===== config.mk =====
export PLATFORM = sky130hd
export DESIGN_NAME = inst_sram_responder
export DESIGN_NICKNAME = d
export VERILOG_FILES = /design/src/rtl/inst_sram_responder.sv
export SDC_FILE = /design/constraint.sdc
export NUM_CORES = 1
export LEC_CHECK = 0
export ABC_AREA = 1
export BUFFER_PORTS_ARGS = -buffer_cell sky130_fd_sc_hd__buf_2
export CAP_MARGIN = 30
export CORE_MARGIN = 1.5
export CORE_UTILIZATION = 40
export CTS_BUF_LIST = sky130_fd_sc_hd__clkbuf_4
export DETAILED_ROUTE_END_ITERATION = 16
export GPL_TIMING_DRIVEN = 0
export PLACE_DENSITY = 0.59
export SYNTH_ARGS = -nofsm -noshare
export SYNTH_HDL_FRONTEND = slang
export SYNTH_SLANG_ARGS = --single-unit

===== constraint.sdc =====
create_clock -name clk -period 3.7 [get_ports clk]
set_input_delay 0.37 -clock clk [delete_from_list [all_inputs] [get_ports clk]]
set_output_delay 0.37 -clock clk [all_outputs]
set_load 0.03 [all_outputs]

===== src/rtl/inst_sram_responder.sv =====
// Responder for the req/addr_ok/data_ok instruction-fetch bus: in-window requests go to a
// variable-latency backend, out-of-window ones are answered locally, all responses in order.
module inst_sram_responder #(
    parameter int          DEPTH    = 4,
    parameter logic [31:0] WIN_BASE = 32'h1c00_0000,
    parameter logic [31:0] WIN_MASK = 32'hfff0_0000,
    parameter logic [31:0] ERR_DATA = 32'hdead_beef
) (
    input  logic                      clk,
    input  logic                      rst,
    input  logic                      inst_sram_req,
    input  logic                      inst_sram_wr,
    input  logic [1:0]                inst_sram_size,
    input  logic [3:0]                inst_sram_wstrb,
    input  logic [31:0]               inst_sram_addr,
    input  logic [31:0]               inst_sram_wdata,
    output logic                      inst_sram_addr_ok,
    output logic                      inst_sram_data_ok,
    output logic [31:0]               inst_sram_rdata,
    output logic                      mem_req,
    output logic                      mem_wr,
    output logic [1:0]                mem_size,
    output logic [3:0]                mem_wstrb,
    output logic [31:0]               mem_addr,
    output logic [31:0]               mem_wdata,
    input  logic                      mem_gnt,
    input  logic                      mem_rvalid,
    input  logic [31:0]               mem_rdata,
    output logic [$clog2(DEPTH):0]    outstanding,
    output logic                      proto_err
);
    localparam int             AW       = $clog2(DEPTH);
    localparam logic [AW:0]    FULL_CNT = (AW+1)'(DEPTH);

    // Order FIFO: one entry per accepted request, popped on data_ok emission.
    logic             r_ord_local [DEPTH];
    logic             r_ord_wr    [DEPTH];
    logic [AW-1:0]    r_ord_wptr;
    logic [AW-1:0]    r_ord_rptr;

    // Backend slot ring: slots between r_rsp_rptr and r_be_wptr are live backend requests;
    // r_rsp_wptr splits them into answered (below) and still pending (above).
    logic             r_slot_wr   [DEPTH];
    logic [31:0]      r_slot_data [DEPTH];
    logic [AW:0]      r_be_wptr;
    logic [AW:0]      r_rsp_wptr;
    logic [AW:0]      r_rsp_rptr;

    logic [AW:0]      r_outstanding;
    logic             r_data_ok;
    logic [31:0]      r_rdata;
    logic             r_proto_err;

    logic             w_inwin;
    logic             w_full;
    logic             w_accept;
    logic             w_be_acc;
    logic [AW:0]      w_be_pend;
    logic             w_rsp_push;
    logic             w_rsp_avail;
    logic             w_head_local;
    logic             w_head_wr;
    logic             w_emit;
    logic [31:0]      w_emit_data;

    assign w_inwin  = (inst_sram_addr & WIN_MASK) == WIN_BASE;
    assign w_full   = (r_outstanding == FULL_CNT);

    assign mem_req           = inst_sram_req & w_inwin & ~w_full & ~rst;
    assign inst_sram_addr_ok = inst_sram_req & ~w_full & ~rst & (w_inwin ? mem_gnt : 1'b1);
    assign w_accept          = inst_sram_addr_ok;
    assign w_be_acc          = mem_req & mem_gnt;

    assign mem_wr    = inst_sram_wr;
    assign mem_size  = inst_sram_size;
    assign mem_wstrb = inst_sram_wstrb;
    assign mem_addr  = inst_sram_addr;
    assign mem_wdata = inst_sram_wdata;

    assign w_be_pend   = r_be_wptr - r_rsp_wptr;
    assign w_rsp_push  = mem_rvalid & (w_be_pend != '0);
    assign w_rsp_avail = (r_rsp_wptr != r_rsp_rptr);

    assign w_head_local = r_ord_local[r_ord_rptr];
    assign w_head_wr    = r_ord_wr[r_ord_rptr];
    assign w_emit       = (r_outstanding != '0) & (w_head_local | w_rsp_avail);
    assign w_emit_data  = w_head_local ? (w_head_wr ? 32'h0 : ERR_DATA)
                                       : r_slot_data[r_rsp_rptr[AW-1:0]];

    // Storage needs no reset: every entry is written before its pointer makes it visible.
    always_ff @(posedge clk) begin
        if (w_accept) begin
            r_ord_local[r_ord_wptr] <= ~w_inwin;
            r_ord_wr[r_ord_wptr]    <= inst_sram_wr;
        end
        if (w_be_acc) begin
            r_slot_wr[r_be_wptr[AW-1:0]] <= inst_sram_wr;
        end
        if (w_rsp_push) begin
            r_slot_data[r_rsp_wptr[AW-1:0]] <= r_slot_wr[r_rsp_wptr[AW-1:0]] ? 32'h0 : mem_rdata;
        end
    end

    always_ff @(posedge clk) begin
        if (rst) begin
            r_ord_wptr    <= '0;
            r_ord_rptr    <= '0;
            r_be_wptr     <= '0;
            r_rsp_wptr    <= '0;
            r_rsp_rptr    <= '0;
            r_outstanding <= '0;
            r_data_ok     <= 1'b0;
            r_rdata       <= 32'h0;
            r_proto_err   <= 1'b0;
        end else begin
            if (w_accept) begin
                r_ord_wptr <= r_ord_wptr + 1'b1;
            end
            if (w_be_acc) begin
                r_be_wptr <= r_be_wptr + 1'b1;
            end
            if (w_rsp_push) begin
                r_rsp_wptr <= r_rsp_wptr + 1'b1;
            end
            if (mem_rvalid && (w_be_pend == '0)) begin
                r_proto_err <= 1'b1;
            end

            r_data_ok <= w_emit;
            if (w_emit) begin
                r_rdata    <= w_emit_data;
                r_ord_rptr <= r_ord_rptr + 1'b1;
                if (!w_head_local) begin
                    r_rsp_rptr <= r_rsp_rptr + 1'b1;
                end
            end

            unique case ({w_accept, w_emit})
                2'b10:   r_outstanding <= r_outstanding + 1'b1;
                2'b01:   r_outstanding <= r_outstanding - 1'b1;
                default: r_outstanding <= r_outstanding;
            endcase
        end
    end

    assign inst_sram_data_ok = r_data_ok & ~rst;
    assign inst_sram_rdata   = r_rdata;
    assign outstanding       = r_outstanding;
    assign proto_err         = r_proto_err;
endmodule


==> metrics.txt, run 1 <==
status=finished clean; CTS tree=built; class of the most critical hold timing path=in -> reg; count of H-tree levels built during CTS=4; post-synthesis to final-layout area growth=16.4%; total via count in the routed design=6998; fraction of power spent switching nets=0.437; initial core utilization=0.408; unrepaired setup endpoints after global routing=false; Yosys warning total=0; core box area=22700 µm²; count of hold-fix buffers inserted at cts=0; sequential-to-total area share from yosys stat=0.575; clock input transition at the sequential cells of the worst setup and hold paths=0.13 ns; leakage component of the power=slightly above 5 nW; share of Yosys cell area claimed by the top area cell type=0.454; worst slew pin tran=0.909 ns; portion of the clock cycle consumed by the worst path in the final layout=0.745; Pint=4.18 mW; synthesized netlist cell count=1045; CP Data Required Time=3.98 ns; number of nets at the end of the flow=around 1400; residual overflow from global routing=0; hold_ws=0.101 ns; post-layout util=0.475; cell type contributing the most total cell area after synthesis=sky130_fd_sc_hd__edfxtp_1; worst-case setup slack after placement=0.956 ns; clock tree root driver cell=sky130_fd_sc_hd__clkbuf_4; DIE AREA=24100 µm²; number of cells upsized or downsized after cts=0; post-synthesis cell area=9270 µm²; post-route antenna net violation count=0; PD cells=688 nW/µm²; Max IR drop VDD=0.289 mV; Inserted Clock Buffers=17; final slew viol count=0; clock share of power=0.135; count of buffers added by post-CTS timing repair for setup=0; Vias/cell=4.59; Post-Syn Nets=1170; Avg Synthesized Cell Area=8.87 µm²; total global routing track utilization=0.185; main area contributors after synthesis=sky130_fd_sc_hd__edfxtp_1, sky130_fd_sc_hd__dfxtp_1, sky130_fd_sc_hd__nand2_1; Fmax=about 0.36 GHz; number of antenna violations at the first check in global routing=1; width of the die=between 150 and 200 µm; Worst Slack Setup Final=roughly 0.94 ns; sequential fraction of design power=0.417; Initial DRT Pass Iterations=5; first-pass GRT wire length=~33 mm; final period demand of the worst path=~2.8 ns; vias in the first global route=6218; maximum number of pins on one net before global-route repair=28; final routed wire length divided by cell count=between 10 and 15 µm; cells on worst reg2reg path=8; Worst Hold Depth=3; nature of the critical path startpoint=register; Netlist cell types=25; kind of critical path=reg -> reg; # port buffers=159; count of clock tree sinks=196; max-cap viol count=0; top-level I/O count=218; total power of the final layout=7.42 mW; switching power of the nets=3.24 mW; Die Height=155 µm; 1st-iter DRT viols=roughly 330; Final setup violation count=0; top fanout value on the critical path=17; worst slew margin relative to its limit=0.394; endpoints failing hold=0; worst endpoint data arrival time=3.04 ns; half-perimeter wire length of the detailed placement result=~15 mm; clk_lat worst skew=0.57 ns; Residual DRC=0; Worst setup EP type=register; number of buffers on the longest clock path=2; weighted congestion at the end of routability-driven global placement=0.758; number of rows in the core area=55; fraction of power consumed by combinational cells=0.448; fraction of final layout cells sized beyond drive strength 1=0.230; setup TNS after final layout=0 ns; setup skew after layout=0.0214 ns; Seq cells post-synth=about 200; routed wire length=21.9 mm
==> worst paths after layout <==
| kind | from | end | slack, ns |
|---|---|---|---|
| setup / recovery | r_rsp_wptr[1] | r_slot_data[2][15] | 0.94 |
| hold / removal | mem_rvalid | r_rsp_wptr[2] | 0.10 |
| setup reg to reg | r_rsp_wptr[1] | r_slot_data[2][15] | 0.94 |
| hold reg to reg | proto_err | proto_err | 0.46 |
==> cells in the final DEF (no fill, tap or decap), types with 2 or more instances in the layout <==
| cell | n |
|---|---|
| sky130_fd_sc_hd__xnor2_1 | 2 |
| sky130_fd_sc_hd__xor2_1 | 5 |
| sky130_fd_sc_hd__edfxtp_1 | 140 |
| sky130_fd_sc_hd__clkinvlp_4 | 3 |
| sky130_fd_sc_hd__inv_1 | 174 |
| sky130_fd_sc_hd__buf_4 | 71 |
| sky130_fd_sc_hd__nor2_4 | 4 |
| sky130_fd_sc_hd__ha_1 | 16 |
| sky130_fd_sc_hd__clkinv_2 | 2 |
| sky130_fd_sc_hd__buf_1 | 7 |
| sky130_fd_sc_hd__o21ai_0 | 22 |
| sky130_fd_sc_hd__buf_16 | 3 |
| sky130_fd_sc_hd__nor2_1 | 106 |
| sky130_fd_sc_hd__buf_2 | 167 |
| sky130_fd_sc_hd__dfxtp_1 | 56 |
| sky130_fd_sc_hd__inv_2 | 2 |
| sky130_fd_sc_hd__clkinv_1 | 2 |
| sky130_fd_sc_hd__inv_6 | 2 |
| sky130_fd_sc_hd__nand2_1 | 259 |
| sky130_fd_sc_hd__a21oi_1 | 42 |
| sky130_fd_sc_hd__nand4_1 | 12 |
| sky130_fd_sc_hd__clkbuf_1 | 24 |
| sky130_fd_sc_hd__nand3_1 | 85 |
| sky130_fd_sc_hd__nand2_4 | 2 |
| sky130_fd_sc_hd__clkbuf_4 | 20 |
| sky130_fd_sc_hd__clkinv_4 | 3 |
| sky130_fd_sc_hd__buf_6 | 2 |
==> through the flow <==
| stage | area, µm² | cells |
|---|---|---|
| floorplan | 9270 | 1045 |
| global placement | 10400 | 1489 |
| detailed placement | 10600 | 1493 |
| CTS | 10800 | 1525 |
| global route | 10800 | 1526 |
| finish | 10800 | 1526 |
==> synthesized netlist by cell type, drive strengths merged <==
cell type,number
o21ai,22
clkbuf,24
fa,1
xor2,5
buf,89
nor2,110
xnor2,2
a21oi,42
a32oi,1
inv,176
edfxtp,140
nand2,261
nand4,12
o21a,1
nand3,87
ha,16
dfxtp,56
==> per-layer routing <==
| metal | GRT usage | wire [µm] |
|---|---|---|
| met5 | 0 | 0 |
| met4 | 0.0671 | 424 |
| met2 | 0.312 | 10600 |
| met3 | 0.0340 | 1460 |
| met1 | 0.239 | 9470 |
==> registers in the layout, indices dropped and copies added (netlist names), named ones only <==
name             flops
r_rsp_rptr           3
r_be_wptr            3
r_slot_data        128
outstanding          3
r_ord_wr             4
inst_sram_rdata     32
proto_err            1
r_ord_rptr           2
r_data_ok            1
r_ord_local          4
r_rsp_wptr           3
r_slot_wr            4
r_ord_wptr           2
==> power by group through the flow <==
stage / clock network (mW) / logic (mW) / registers, mW
after global routing: 1.12 / 3.72 / 3.15
after floorplan: 0 / 1.97 / 3.43
final: 1.00 / 3.32 / 3.09
after detailed placement: 0 / 3.34 / 3.15
after global placement: 0 / 3.23 / 3.16
after CTS: 1.03 / 3.35 / 3.10
==> worst max-delay path, stage by stage, from the launching register on <==
cell	delay [ns]
sky130_fd_sc_hd__dfxtp_1	0.43
sky130_fd_sc_hd__inv_1	0.13
sky130_fd_sc_hd__ha_1	0.31
sky130_fd_sc_hd__a21oi_1	0.21
sky130_fd_sc_hd__nand2_1	0.10
sky130_fd_sc_hd__nand3_1	0.11
sky130_fd_sc_hd__nand2_1	0.29
sky130_fd_sc_hd__nor2_4	0.65
sky130_fd_sc_hd__buf_16	0.24
==> final cells by class <==
cell class                 count  area, µm²
inverter                     176        661
sequential                   196       5330
clock buffer                  20        150
multi-input combinational    560       2580
tap                          285        357
clock inverter                12       83.8
antenna                        1       2.50
timing repair buffer         163        898
buffer                       113        727
fill                        2222      11900
==> kinds of logic (layout without fill, tap and decap cells) <==
family / Yosys count / after routing / synth area share
compound gates: 66 / 66 / 0.0363
xor+xnor: 7 / 7 / 0.00662
fa+ha+maj: 17 / 17 / 0.0238
buf+inv: 289 / 484 / 0.150
flops: 196 / 196 / 0.575
other cells: 0 / 1 / 0
simple gates: 470 / 470 / 0.209
No activity file was read; power rests on OpenSTA's default activity.
==> run 2, diff against run 1 <==
--- a/config.mk
+++ b/config.mk
@@ -13,7 +13,7 @@
 export CTS_BUF_LIST = sky130_fd_sc_hd__clkbuf_4
 export DETAILED_ROUTE_END_ITERATION = 16
 export GPL_TIMING_DRIVEN = 0
-export PLACE_DENSITY = 0.59
+export PLACE_DENSITY = 0.62
 export SYNTH_ARGS = -nofsm -noshare
 export SYNTH_HDL_FRONTEND = slang
 export SYNTH_SLANG_ARGS = --single-unit
==> constraint.sdc (replaced) <==
create_clock -name clk -period 2.4 [get_ports clk]
set_input_delay 0.24 -clock clk [delete_from_list [all_inputs] [get_ports clk]]
set_output_delay 0.24 -clock clk [all_outputs]
set_load 0.03 [all_outputs]
==> metrics.txt, run 2 (synthesis results as in run 1) <==
status=finished clean; number of buffers on the longest clock path=2; final period demand of the worst path=2.23 ns; DIE AREA=24100 µm²; PD cells=roughly 1100 nW/µm²; fillcell total=2116; post-synthesis to final-layout area growth=20.5%; count of clock tree sinks=196; combined buffer and inverter count along the critical path=2; total power of the final layout=11.8 mW; 1st-iter DRT viols=397; Initial DRT Pass Iterations=5; core box area=22700 µm²; Max IR drop VDD=0.544 mV; Vias/cell=4.60; number of antenna violations at the first check in global routing=1; Worst setup EP type=register; cells along the critical path=inv_1 > nand2_1 > nand2_1 > nor2_4 > nand3_4 > nand2_8 > inv_1 > ha_2 > fa_1 > a21oi_1 > o21a_1 > o21ai_0 > a21oi_1; final routed wire length divided by cell count=14.4 µm; max-cap viol count=0; routed wire length=22.4 mm; top-level I/O count=218; Placed Instances=1493; post-route cell area=11200 µm²; # port buffers=roughly 160; clk_lat worst skew=0.58 ns; CTS tree=built; critical path's top delay family=adder cells; top fanout value on the critical path=8; Final Non-Filler Cells=1552; total global routing track utilization=0.189; endpoints failing hold=0; residual overflow from global routing=0; worst endpoint data arrival time=2.74 ns; Fmax=0.448 GHz; maximum number of pins on one net before global-route repair=21; count of H-tree levels built during CTS=4; number of nets at the end of the flow=1379; CP Data Required Time=slightly below 3 ns; Die Height=about 160 µm; cell area reported after detailed placement=10600 µm²; initial core utilization=0.408; worst slew pin tran=between 0.9 and 1 ns; portion of the clock cycle consumed by the worst path in the final layout=0.931; clock tree root driver cell=sky130_fd_sc_hd__clkbuf_4; worst slew margin relative to its limit=0.354; vias in the first global route=6614; total via count in the routed design=7143; unrepaired setup endpoints after global routing=false; clock input transition at the sequential cells of the worst setup and hold paths=0.14 ns; half-perimeter wire length of the detailed placement result=roughly 16 mm; Residual DRC=0; nature of the critical path startpoint=register; post-layout util=0.492; weighted congestion at the end of routability-driven global placement=0.772; leakage component of the power=5.28 nW; Inserted Clock Buffers=17; flip-flop count of the largest register, all copies and words added=128; library cell contributing the largest single delay on the critical path=sky130_fd_sc_hd__dfxtp_2; fraction of final layout cells sized beyond drive strength 1=0.237; Worst path max stage delay=0.42 ns; hold_ws=between 0.03 and 0.04 ns; post-route antenna net violation count=0; final slew viol count=0; class of the most critical hold timing path=in -> reg; first-pass GRT wire length=about 34 mm; setup skew after layout=0.0174 ns; Final setup violation count=0; width of the die=roughly 160 µm; number of rows in the core area=55; commonest non-fill, non-tap cells in the layout=sky130_fd_sc_hd__nand2_1, sky130_fd_sc_hd__inv_1, sky130_fd_sc_hd__buf_2; most common cell after layout, fill and taps aside=sky130_fd_sc_hd__nand2_1; kind of critical path=reg -> reg
==> run 2: cell types whose count changed in the layout (fill, tap and decap cells not counted), sizes merged <==
cell	before	now
buf	252	259
bufinv	0	2
clkbuf	44	41
clkinv	7	8
clkinvlp	3	2
dlygate4sd3	0	20
==> run 2: tightest hold or removal path, delay by kind of cell <==
family	cells	cell delay, ns
buffers and inverters	2	0.13
AND/OR/NAND/NOR	1	0.07
==> run 2: final cells by class <==
class	count	area [µm²]	area share
antenna	1	2.50	0.000224
buffer	113	727	0.0651
clock buffer	17	128	0.0114
clock inverter	14	136	0.0122
inverter	176	661	0.0592
multi-input combinational	560	2620	0.234
sequential	196	5330	0.478
tap	285	357	0.0319
timing repair buffer	190	1200	0.108
==> run 2: worst paths after layout <==
| kind | slack, ns | start | cells after the start | end |
|---|---|---|---|---|
| worst max-delay path | 0.17 | r_rsp_wptr[0] | 13 | outstanding[2] |
| worst min-delay path | 0.03 | mem_rdata[15] | 3 | r_slot_data[0][15] |
| worst max register to register | 0.17 | r_rsp_wptr[0] | 13 | outstanding[2] |
| worst min register to register | 0.47 | inst_sram_rdata[12] | 2 | inst_sram_rdata[12] |
==> run 2: what timing repair did <==
item	4_1_cts	5_1_grt
hold endpoints to repair	75	1
hold buffers	19	1
setup buffers	7	0
pin swaps	6	0
gates resized for setup	7	7
endpoints found under the setup margin	130	27
==> run 2: metrics by stage <==
step | setup WS, ns | TNS, ns
after detailed placement | -0.326 | -23.01
after global routing | 0.00103 | 0
after CTS | 0.0941 | 0
after global placement | -1.12 | -139.87
final | 0.166 | 0
after floorplan | -0.143 | -18.29
==> run 2: report_power, final <==
part | internal, mW | total (mW) | switching [mW]
clock | 0.605 | 1.68 | 1.08
sequential | 4.47 | 4.78 | 0.307
combinational | 1.66 | 5.36 | 3.70
total | 6.74 | 11.8 | 5.08
==> run 2: per-layer routing <==
layer | part of all wire | GRT usage | wire length (µm) | up-vias
met5 | 0 | 0 | 0 | -
li1 | - | - | - | 3629
met3 | 0.059 | 0.0329 | 1320 | 25
met2 | 0.50 | 0.343 | 11300 | 233
met1 | 0.42 | 0.229 | 9460 | 3256
met4 | 0.015 | 0.0562 | 335 | 0
==> run 3, diff against run 2 <==
--- a/config.mk
+++ b/config.mk
@@ -5,7 +5,6 @@
 export SDC_FILE = /design/constraint.sdc
 export NUM_CORES = 1
 export LEC_CHECK = 0
-export ABC_AREA = 1
 export BUFFER_PORTS_ARGS = -buffer_cell sky130_fd_sc_hd__buf_2
 export CAP_MARGIN = 30
 export CORE_MARGIN = 1.5
@@ -13,7 +12,7 @@
 export CTS_BUF_LIST = sky130_fd_sc_hd__clkbuf_4
 export DETAILED_ROUTE_END_ITERATION = 16
 export GPL_TIMING_DRIVEN = 0
-export PLACE_DENSITY = 0.62
+export PLACE_DENSITY = 0.68
 export SYNTH_ARGS = -nofsm -noshare
 export SYNTH_HDL_FRONTEND = slang
 export SYNTH_SLANG_ARGS = --single-unit
==> metrics.txt, run 3 <==
status=finished with violations; violations in the final reports=negative setup slack; launch instance of the worst min-delay path=mem_rdata[7]; final slew viol count=0; width of the die=roughly 150 µm; main area contributors after synthesis=sky130_fd_sc_hd__edfxtp_1, sky130_fd_sc_hd__dfxtp_1, sky130_fd_sc_hd__mux4_2; nature of the critical path startpoint=register; first-pass GRT wire length=27.0 mm; final routed wire length divided by cell count=between 15 and 20 µm; flip-flop count of the largest register, all copies and words added=128; Post-synth EDFFs=140; Avg Synthesized Cell Area=approximately 15 µm²; Worst path max stage delay=0.53 ns; largest family of logic cells by synthesized area=multiplexers; capture point of the worst reg-to-reg path=outstanding[2]; Seq cells post-synth=196; Residual DRC=0; maximum number of pins on one net before global-route repair=33; synthesized netlist cell count=560; number of rows in the core area=52; total power of the final layout=8.43 mW; sequential-to-total area share from yosys stat=0.647; critical path's top delay family=multiplexers; half-perimeter wire length of the detailed placement result=12.7 mm; fraction of registers with async set or reset after synthesis=0; hold_ws=0.0522 ns; clock input transition at the sequential cells of the worst setup and hold paths=0.15 ns; Worst Slack Setup Final=-0.0700 ns; primary flip-flop cell chosen by synthesis mapping=sky130_fd_sc_hd__edfxtp_1; most frequent cell after synthesis=sky130_fd_sc_hd__edfxtp_1; class of the most critical hold timing path=in -> reg; count of H-tree levels built during CTS=4; post-synthesis to final-layout area growth=19.1%; residual overflow from global routing=0; vias in the first global route=between 4000 and 5000; number of antenna violations at the first check in global routing=0; library cell contributing the largest single delay on the critical path=sky130_fd_sc_hd__mux4_2; cell area reported after detailed placement=9410 µm²; PD cells=860 nW/µm²; routed wire length=18.5 mm; setup skew after layout=just over 0.02 ns; complex-gate fraction of the synthesized area=0.0413; Vias/cell=4.78; cell type contributing the most total cell area after synthesis=sky130_fd_sc_hd__edfxtp_1; total global routing track utilization=0.172; Fmax=slightly above 0.4 GHz; fraction of final layout cells sized beyond drive strength 1=0.436; # port buffers=between 150 and 200; Final Non-Filler Cells=1031; post-route antenna net violation count=0; top fanout value on the critical path=7; initial core utilization=0.407; top post-synthesis cells by count=sky130_fd_sc_hd__edfxtp_1, sky130_fd_sc_hd__buf_4, sky130_fd_sc_hd__dfxtp_1; weighted congestion at the end of routability-driven global placement=0.713; core box area=20200 µm²; Max IR drop VDD=between 0.5 and 0.6 mV; commonest non-fill, non-tap cells in the layout=sky130_fd_sc_hd__buf_2, sky130_fd_sc_hd__edfxtp_1, sky130_fd_sc_hd__buf_4; 1st-iter DRT viols=262; number of buffers on the longest clock path=2; clock tree root driver cell=sky130_fd_sc_hd__clkbuf_4; endpoints failing hold=0; max-cap viol count=0; CTS tree=built; r2r startpoint=r_ord_local[2]; Placed Instances=about 990; Inserted Clock Buffers=17; Worst setup EP type=register; count of clock tree sinks=roughly 200; top-level I/O count=218; leakage component of the power=3.73 nW; Post-Syn Nets=around 700; worst-case setup slack after placement=-0.400 ns; adder-cell share of the synthesized area=0.0267; clk_lat worst skew=0.58 ns; post-synthesis cell area=8230 µm²; critical path capture point=outstanding[2]; R2R Setup Slk=-0.07 ns; Post-Synth Simple-Gate Area=0.0818; Die Height=146 µm; synthesized-area fraction occupied by xor and xnor cells=0.0149; CP Data Required Time=between 2 and 3 ns; final period demand of the worst path=approximately 2.5 ns; post-route cell area=9810 µm²; cells along the critical path=mux4_2 > o21ai_4 > buf_6 > inv_2 > ha_4 > fa_2 > xnor2_1 > or3_1 > a21oi_2; Netlist cell types=39; share of synthesized area spent on multiplexers=0.0991; worst slew pin tran=0.893 ns; critical path startpoint=r_ord_local[2]; share of Yosys cell area claimed by the top area cell type=0.511; setup TNS after final layout=-0.0700 ns; portion of the clock cycle consumed by the worst path in the final layout=1.03; post-layout util=0.485; combined buffer and inverter count along the critical path=2; cells on worst reg2reg path=9; total via count in the routed design=just under 5000; DIE AREA=21500 µm²; most common cell after layout, fill and taps aside=sky130_fd_sc_hd__buf_2; worst endpoint data arrival time=~3 ns; Yosys warning total=0; worst slew margin relative to its limit=0.405; kind of critical path=reg -> reg; unrepaired setup endpoints after global routing=true; Final setup violation count=1; Initial DRT Pass Iterations=5; path length in cells of the critical path=9; number of nets at the end of the flow=874; number of inserted diodes=0
==> run 3: cell count changes in the layout (fill, tap and decap cells not counted), sizes merged, moves of 35 or more <==
cell,before,now
nor2b,0,35
nand3,87,2
nor2,110,28
a21oi,42,3
nand2,261,53
inv,178,13
==> run 3: kinds of logic (layout without fill, tap and decap cells) <==
kind of cell | count (synthesis) | in the layout
and+or+nand+nor | 139 | 141
buffers and inverters | 108 | 307
DFF | 196 | 196
adders and majority gates | 17 | 17
AOI/OAI and AO/OA | 47 | 47
muxes | 39 | 39
xor gates and xnor gates | 14 | 14
==> run 3: what timing repair did <==
action                                  CTS  global route
buffers inserted                          2             5
pin swaps                                 1             2
cloned                                    0             2
endpoints found under the hold margin    12             0
resized for setup                         1            11
hold buffers                              3             0
endpoints found under the setup margin   98           129
==> run 3: cell type report <==
class,count,area (µm²)
Clock inverter,13,138
Sequential cell,196,5340
Inverter,13,51.3
Tap cell,270,338
Timing Repair Buffer,168,873
Buffer,95,693
Fill cell,1787,10400
Clock buffer,18,135
Multi-Input combinational cell,258,2240
==> run 3: metal layers <==
layer	wire (µm)	up-vias	track usage
li1	-	2353	-
met1	6970	2367	0.186
met2	10100	192	0.326
met3	1150	18	0.0434
met4	269	0	0.0581
met5	0	-	0
==> run 3: report_power, final <==
part | switching (mW) | leakage (nW) | total (mW) | internal (mW)
combinational | 1.56 | 1.85 | 2.43 | 0.875
sequential | 0.210 | 1.73 | 4.32 | 4.11
clock | 1.06 | 0.145 | 1.68 | 0.621
==> run 3: worst reg2reg max path: cells and delay by family, from the launching register on <==
| kind | cells | cell delay, ns |
|---|---|---|
| AO/OA/AOI/OAI | 2 | 0.30 |
| XOR/XNOR | 1 | 0.15 |
| adder cells (fa/ha/maj) | 2 | 0.51 |
| buffers and inverters | 2 | 0.20 |
| flip-flops | 1 | 0.42 |
| multiplexers | 1 | 0.53 |
| AND/OR/NAND/NOR | 1 | 0.33 |
==> run 3: worst min-delay path by stage <==
stage	slack, ns	depth (start not counted)	to
6_report	0.05	2	r_slot_data[0][7]
5_1_grt	0.003	2	r_slot_data[3][7]
4_1_cts	0.002	2	r_slot_data[0][16]
3_5_place_dp	0.47	2	inst_sram_rdata[19]
3_3_place_gp	0.46	2	inst_sram_rdata[30]
2_1_floorplan	0.34	0	r_ord_wr[0]
